**src/rtl/alu_req_arbiter.sv**
```systemverilog
// alu_req_arbiter
// Two-client front end for the shared ALU. One request is granted at a time
// (round-robin on ties), driven onto the ALU for the operation's latency, and
// the captured result is returned to the granted client.
// Build option: define ALU_ARB_FIXED_PRIO_EN to make client 0 win every tie.
//
// state | meaning
// IDLE  | no operation; grant computed combinationally, request accepted here
// ISSUE | first ALU cycle; latency counter loaded
// WAIT  | ALU inputs held while the counter runs down to its terminal count
// RESP  | result held for the granted client until it is taken
module alu_req_arbiter #(
    parameter int DWIDTH = 8,
    parameter int CWIDTH = 4
) (
    input  logic              clk,
    input  logic              rst,
    input  logic              req0_valid,
    output logic              req0_ready,
    input  logic [DWIDTH-1:0] req0_opa,
    input  logic [DWIDTH-1:0] req0_opb,
    input  logic [CWIDTH-1:0] req0_cmd,
    input  logic              req0_mode,
    input  logic              req0_cin,
    input  logic              req1_valid,
    output logic              req1_ready,
    input  logic [DWIDTH-1:0] req1_opa,
    input  logic [DWIDTH-1:0] req1_opb,
    input  logic [CWIDTH-1:0] req1_cmd,
    input  logic              req1_mode,
    input  logic              req1_cin,
    output logic              rsp0_valid,
    input  logic              rsp0_ready,
    output logic [DWIDTH:0]   rsp0_res,
    output logic              rsp1_valid,
    input  logic              rsp1_ready,
    output logic [DWIDTH:0]   rsp1_res,
    output logic              alu_ce,
    output logic [DWIDTH-1:0] alu_opa,
    output logic [DWIDTH-1:0] alu_opb,
    output logic [CWIDTH-1:0] alu_cmd,
    output logic              alu_mode,
    output logic              alu_cin,
    output logic [1:0]        alu_inp_valid,
    input  logic [DWIDTH:0]   alu_res,
    output logic              busy
);

    typedef enum logic [1:0] {IDLE, ISSUE, WAIT, RESP} state_t;

    localparam logic [CWIDTH-1:0] CMD_ADD_MUL = CWIDTH'(9);
    localparam logic [CWIDTH-1:0] CMD_SH_MUL  = CWIDTH'(10);

    state_t            state;
    state_t            state_nxt;
    logic              grant;
    logic              accept;
    logic              last_q;
    logic              gnt_q;
    logic              rsp_ready_g;
    logic              wait_tc;
    logic [DWIDTH-1:0] sel_opa;
    logic [DWIDTH-1:0] sel_opb;
    logic [CWIDTH-1:0] sel_cmd;
    logic              sel_mode;
    logic              sel_cin;
    logic [1:0]        lat_nxt;
    logic [DWIDTH-1:0] opa_q;
    logic [DWIDTH-1:0] opb_q;
    logic [CWIDTH-1:0] cmd_q;
    logic              mode_q;
    logic              cin_q;
    logic [1:0]        lat_q;
    logic [1:0]        cnt_q;
    logic [DWIDTH:0]   res_q;

    // Pick the winner: on a tie the client not served last wins (or client 0 in the fixed build)
    always_comb begin
`ifdef ALU_ARB_FIXED_PRIO_EN
        grant = ~req0_valid;
`else
        if (req0_valid && req1_valid) begin
            grant = ~last_q;
        end else begin
            grant = ~req0_valid;
        end
`endif
    end

    // Winner's request fields and the latency its operation needs
    always_comb begin
        sel_opa  = grant ? req1_opa  : req0_opa;
        sel_opb  = grant ? req1_opb  : req0_opb;
        sel_cmd  = grant ? req1_cmd  : req0_cmd;
        sel_mode = grant ? req1_mode : req0_mode;
        sel_cin  = grant ? req1_cin  : req0_cin;
        lat_nxt  = 2'd1;
        if (sel_mode && (sel_cmd == CMD_ADD_MUL || sel_cmd == CMD_SH_MUL)) begin
            lat_nxt = 2'd3;
        end
    end

    // Counter value 1 means it reaches zero on this edge: last WAIT cycle
    assign wait_tc     = (cnt_q == 2'd1);
    assign rsp_ready_g = gnt_q ? rsp1_ready : rsp0_ready;

    // State register
    always_ff @(posedge clk) begin
        if (rst) begin
            state <= IDLE;
        end else begin
            state <= state_nxt;
        end
    end

    // Next-state logic and request handshake
    always_comb begin
        state_nxt  = state;
        accept     = 1'b0;
        req0_ready = 1'b0;
        req1_ready = 1'b0;
        case (state)
            IDLE: begin
                if (req0_valid || req1_valid) begin
                    req0_ready = ~grant;
                    req1_ready = grant;
                    accept     = 1'b1;
                    state_nxt  = ISSUE;
                end
            end
            ISSUE: state_nxt = WAIT;
            WAIT: begin
                if (wait_tc) begin
                    state_nxt = RESP;
                end
            end
            RESP: begin
                if (rsp_ready_g) begin
                    state_nxt = IDLE;
                end
            end
            default: state_nxt = IDLE;
        endcase
    end

    // Operation latch, latency down-counter, result capture and round-robin pointer
    always_ff @(posedge clk) begin
        if (rst) begin
            opa_q  <= '0;
            opb_q  <= '0;
            cmd_q  <= '0;
            mode_q <= 1'b0;
            cin_q  <= 1'b0;
            gnt_q  <= 1'b0;
            lat_q  <= 2'd0;
            cnt_q  <= 2'd0;
            res_q  <= '0;
            last_q <= 1'b1;
        end else begin
            if (accept) begin
                opa_q  <= sel_opa;
                opb_q  <= sel_opb;
                cmd_q  <= sel_cmd;
                mode_q <= sel_mode;
                cin_q  <= sel_cin;
                gnt_q  <= grant;
                lat_q  <= lat_nxt;
            end
            if (state == ISSUE) begin
                cnt_q <= lat_q;
            end else if (state == WAIT) begin
                cnt_q <= cnt_q - 2'd1;
            end
            if (state == WAIT && wait_tc) begin
                res_q <= alu_res;
            end
            if (state == RESP && rsp_ready_g) begin
                last_q <= gnt_q;
            end
        end
    end

    // Operands stay on the ALU outside ISSUE/WAIT so its output remains frozen
    assign alu_ce        = (state == ISSUE) || (state == WAIT);
    assign alu_inp_valid = {2{alu_ce}};
    assign alu_opa       = opa_q;
    assign alu_opb       = opb_q;
    assign alu_cmd       = cmd_q;
    assign alu_mode      = mode_q;
    assign alu_cin       = cin_q;

    assign rsp0_valid = (state == RESP) && !gnt_q;
    assign rsp1_valid = (state == RESP) && gnt_q;
    assign rsp0_res   = rsp0_valid ? res_q : '0;
    assign rsp1_res   = rsp1_valid ? res_q : '0;
    assign busy       = (state != IDLE);

endmodule

```
**config.mk**
```make
export PLATFORM = sky130hd
export DESIGN_NAME = alu_req_arbiter
export DESIGN_NICKNAME = d
export VERILOG_FILES = /design/src/rtl/alu_req_arbiter.sv
export SDC_FILE = /design/constraint.sdc
export NUM_CORES = 1
export LEC_CHECK = 0
export BUFFER_PORTS_ARGS = -buffer_cell sky130_fd_sc_hd__buf_2
export CAP_MARGIN = 40
export CELL_PAD_IN_SITES_DETAIL_PLACEMENT = 1
export CELL_PAD_IN_SITES_GLOBAL_PLACEMENT = 1
export CORE_AREA = 2 2 82 84
export DETAILED_ROUTE_END_ITERATION = 10
export DIE_AREA = 0 0 84 86
export PLACE_DENSITY_LB_ADDON = 0.1
export SLEW_MARGIN = 20
export SYNTH_ARGS = -nofsm -noshare
export SYNTH_HDL_FRONTEND = slang
export SYNTH_SLANG_ARGS = --single-unit
export TNS_END_PERCENT = 1
```
**constraint.sdc**
```tcl
create_clock -name clk -period 1.9 [get_ports clk]
set_input_delay 0.38 -clock clk [delete_from_list [all_inputs] [get_ports clk]]
set_output_delay 0.38 -clock clk [all_outputs]
set_load 0.02 [all_outputs]
```
======== After elaboration in Yosys (flattened, before gate mapping) ========
Index checks and enable logic that the tools add are counted.
word-level totals
  flip-flop bits (word level) ............. 39
  input port bits ......................... 59
  output and inout bits ................... 48
  word-level logic and storage cells ...... 60
cells by class
  $add $sub $neg .......................... 1
  eq/ne operators ......................... 9
  muxes and demuxes ....................... 22
  bitwise gates (word level) .............. 3
  reductions and logical operators ........ 14
operators with widths
  operator                                                               number
  9-bit 2-to-1 mux                                                       2
  8-bit 2-to-1 mux                                                       2
  2-bit 2-to-1 mux                                                       6
  1-bit 2-to-1 mux                                                       10
  4-bit equality test, second input constant                             2
  2-bit case mux with 4 select lines                                     1
  1-bit logical AND                                                      6
  2-bit != test, second input constant                                   3
  2-bit by 1-bit equality test with 1-bit output, second input constant  2
  2-bit equality test, second input constant                             2
  4-bit 2-to-1 mux                                                       1
  2-bit nonzero test                                                     2
  1-bit logical OR                                                       3
  1-bit NOT                                                              3
  3-bit AND reduction                                                    1
  2-bit logical NOT                                                      1
  2-bit by 1-bit subtractor with 2-bit output, second input constant     1
  1-bit logical NOT                                                      1

======== Longest topological paths before layout ========
  depth after elaboration ................. 7
  gate-level depth with buffers ........... 7
  depth with buffers taken out ............ 6

======== Worst setup path before layout ========
No wires, ideal clock.
  path type ............................... register to output
  from .................................... register state[0]
  to ...................................... output req1_ready
  arrival time ............................ 1.483 ns
  required time ........................... 1.520 ns
  path slack .............................. 0.037 ns
  cell stages (with the launch flop) ...... 7
  buffers on the path ..................... 1
  cells stage by stage .................... dfxtp_1 inv_1 ha_1 inv_1 nor2_2 buf_2 and2_1
on the way
  word-level cells in the longest chain between the ends .. 2
ends and longest elaborated chain
  what                    RTL line  RTL
  from (decl)             54        state_t state;
  from (signal assigned)  112       state <= state_nxt;
  2-bit logical NOT       122       case (state)
  1-bit 2-to-1 mux        122
  to (decl)               26        output logic req1_ready,
No other way between the ends.

======== Final worst setup path ========
  from .................................... register state[0]
  to ...................................... output rsp0_res[7]
on the way
  word-level cells in the longest chain between the ends .. 3
ends and longest elaborated chain
  what                 RTL line  RTL
  2-bit equality test  192       assign rsp0_valid = (state == RESP) && !gnt_q;
  1-bit logical AND    192
  9-bit 2-to-1 mux     194       assign rsp0_res = rsp0_valid ? res_q : '0;
  to (decl)            34        output logic [DWIDTH:0] rsp0_res,
No other way between the ends.

==> impl_metrics.py <==
metrics = {
    "outcome": {
        "outcome": "finished, final reports clean",
    },
    "route": {
        "wl_um": 5530,
        "drcViolationCount": 0,
        "drt_first_iter_violations": 25,
        "wire_per_inst_um": 13.7,
        "via_per_inst": 4.80,
        "via_count": 1938,
        "ant_nets": 0,
        "first_pass_iters": 4,
    },
    "yosys": {
        "synth.top_cell.area_share": 0.406,
        "synth_warnings": 0,
        "synth.area.top_cells": "dfxtp_1 (41%), mux2i_1 (13%), a211oi_1 (9.0%)",
        "syn-num-nets": 284,
        "synth_cells": 219,
        "syn-cell-area_sq_mm": 0.00192,
        "syn_area_per_cell_sq_um": 8.79,
        "ys_seq_elements": 39,
        "synth_cell_type_count": 29,
        "seq_area_frac_synth": 0.406,
        "synth_area_leader_cell": "dfxtp_1",
    },
    "global_route": {
        "grt_pass1_wl_um": 9340,
        "gr-total-overflow": 0,
        "grtUsageTotal": 0.158,
        "antenna_found_initial": 0,
        "first_global_vias": 2053,
        "grt_max_degree": 39,
    },
    "place": {
        "io_buffers": 106,
        "pre_cts_ws_ns": 0.227,
        "gp_congestion": 0.722,
        "hpwl_um": 4270,
        "dp.cells": 396,
    },
    "sta": {
        "hold_viol_final": 0,
        "rsz0062_at_grt": "true",
        "finClkSkew_ns": 0.00752,
        "period_minus_slack_ns": 1.81,
        "relSlewSlack": 0.663,
        "fin_ws_ns": 0.0931,
        "final.period_utilization": 0.951,
        "setup_violations": 0,
        "fmax_mhz": 553,
        "maxSlewViolCount": 0,
        "tightest_slew_ns": 0.506,
    },
    "clock_tree": {
        "cts.hold.buffers_added": 0,
        "cts_buffers": 5,
        "cts_root_buf": "clkbuf_8",
        "cts_sinks": 39,
        "h-tree-depth": 2,
        "tritoncts": "done",
        "cts_setup_buffers": 0,
        "ctsLongestPathBuffers": 2,
        "clkSlewWorstSetupHoldPaths_ns": 0.07,
        "clock_latency_ns": 0.29,
    },
    "setup_path": {
        "path_max_fanout": 7,
        "arrival_ns": 1.43,
        "path_cells": "ha_1 > nor2b_4 > buf_4 > and2_1 > buf_4",
        "cp_top_family": "flip-flops",
        "crit_top_cell": "buf_4",
        "critPathBufInv": 2,
        "crit_slowest_cell": "dfxtp_2",
        "cp.required_ns": 1.52,
        "worst_setup_path_end_kind": "primary output",
        "crit_path_max_incr_delay_ns": 0.34,
        "critPathLaunchType": "flop",
        "critPathKind": "flop to primary output",
    },
    "power": {
        "p_leak_nw": 1.35,
        "ir_drop_v": 0.000597,
        "power_density_mw_per_mm2": 1300,
    },
    "layout": {
        "n_fill_cell": 818,
        "drive_gt1_frac": 0.398,
        "stdcell_count": 404,
        "area_growth_pct": 38.2,
        "nets": 391,
        "n_antenna_cell": 0,
    },
    "die": {
        "die_width_um": 84,
        "core_sq_mm": 0.00628,
        "die_area_sq_mm": 0.00722,
        "pin_count": 107,
        "num_rows": 29,
        "die_h_um": 86,
        "start_util": 0.307,
    },
    "min_path": {
        "hp-class": "input pin to flop",
    },
    "run": {
        "drv_cap": 0,
    },
}
[metal layers]
| metal | global-route usage | vias to the layer above | wire length (um) |
|---|---|---|---|
| li1 | - | 976 | - |
| met5 | 0 | - | 0 |
| met1 | 0.176 | 881 | 2270 |
| met4 | 0.0425 | 0 | 61 |
| met2 | 0.287 | 75 | 2720 |
| met3 | 0.0577 | 6 | 483 |
[Yosys cell counts (all sizes together)]
cell type  count
nand2         14
xnor2          2
nor2          31
o21ai          2
nand3         10
o32ai          1
o22a           1
nor3b          2
ha             6
a222oi         1
mux2i         25
o21bai         1
clkbuf         9
nand2b         2
inv            6
a211oi        23
nor3           1
and2          11
a311oi         1
buf            8
and3           9
nor2b          1
a21oi         13
dfxtp         39
[worst reg2reg max path: stages, from the launching register on]
cell,delay (ns)
dfxtp_2,0.34
inv_1,0.11
ha_2,0.22
inv_2,0.07
nor2_4,0.11
buf_4,0.35
nor2_1,0.09
a211oi_1,0.24
[stage by stage]
stage               hold WS (ns)  area, sq um  TNS, ns   util  power, W
floorplan                  0.440         1920        0      -   0.00236
global placement           0.451         2560        0  0.408   0.00289
detailed placement         0.460         2560        0  0.408   0.00293
CTS                        0.331         2650        0  0.422   0.00350
global route               0.341         2660  -0.0125  0.424   0.00375
finish                     0.337         2660        0  0.424   0.00345
[worst paths after layout]
kind	end	cells past startpoint	start	slack, ns
worst max-delay path	rsp0_res[7]	5	state[0]	0.09
worst min-delay path	res_q[0]	3	alu_res[0]	0.34
worst max register to register	alu_opa[2]	7	state[0]	0.28
worst min register to register	res_q[8]	2	res_q[8]	0.47
[flip-flops by register name, indices dropped and copies added, names as in the netlist]
register and cells:
alu_cin 1, alu_cmd 4, alu_mode 1, alu_opa 8, alu_opb 8, cnt_q 2, gnt_q 1, last_q 1
lat_q 2, res_q 9, state 2
[area by class of cell]
| class | count | area, sq um | area share |
|---|---|---|---|
| Multi-Input combinational cell | 157 | 1050 | 0.393 |
| Sequential cell | 39 | 783 | 0.294 |
| Inverter | 6 | 22.5 | 0.00847 |
| Timing Repair Buffer | 117 | 631 | 0.237 |
| Clock buffer | 7 | 76.3 | 0.0287 |
| Tap cell | 77 | 96.3 | 0.0362 |
| Clock inverter | 1 | 5.00 | 0.00188 |
[layout by cell type (no fill, tap or decap), types with 2 or more instances in the layout]
master    Yosys  final
dfxtp_2       0      2
buf_2         3    104
buf_4         2     12
clkbuf_8      0      5
ha_1          6      5
a21oi_1      13     13
nand2b_1      2      2
xnor2_1       2      2
nor2_1       30     30
clkbuf_1      9      2
and3_1        9      9
dfxtp_1      39     37
nor3b_1       2      2
mux2i_1      25     25
nand2_1      14     14
a211oi_1     23     23
inv_1         6      5
nand3_1      10     10
and2_1       11     11
[power by group]
group | leakage [nW] | switching (W) | internal [W]
Sequential | 0.322 | 0.000138 | 0.00105
Combinational | 0.984 | 0.00106 | 0.000656
Clock | 0.0422 | 0.000284 | 0.000258
Total | 1.35 | 0.00148 | 0.00196
[kinds of logic (layout without fill, tap and decap cells)]
| family | count (synthesis) | after routing | share of synthesized area |
|---|---|---|---|
| AOI/OAI and AO/OA | 43 | 43 | 0.157 |
| xor gates and xnor gates | 2 | 2 | 0.00910 |
| adders and majority gates | 6 | 6 | 0.0390 |
| buffers and inverters | 23 | 131 | 0.0585 |
| DFF | 39 | 39 | 0.406 |
| muxes | 25 | 25 | 0.130 |
| and+or+nand+nor | 81 | 81 | 0.200 |
[repair_timing]
action / in CTS / in global routing
resized for setup: 3 / 5
endpoints found under the hold margin: 0 / 0
setup endpoints to repair: 7 / 7
Power figures use the tool's default switching activity.
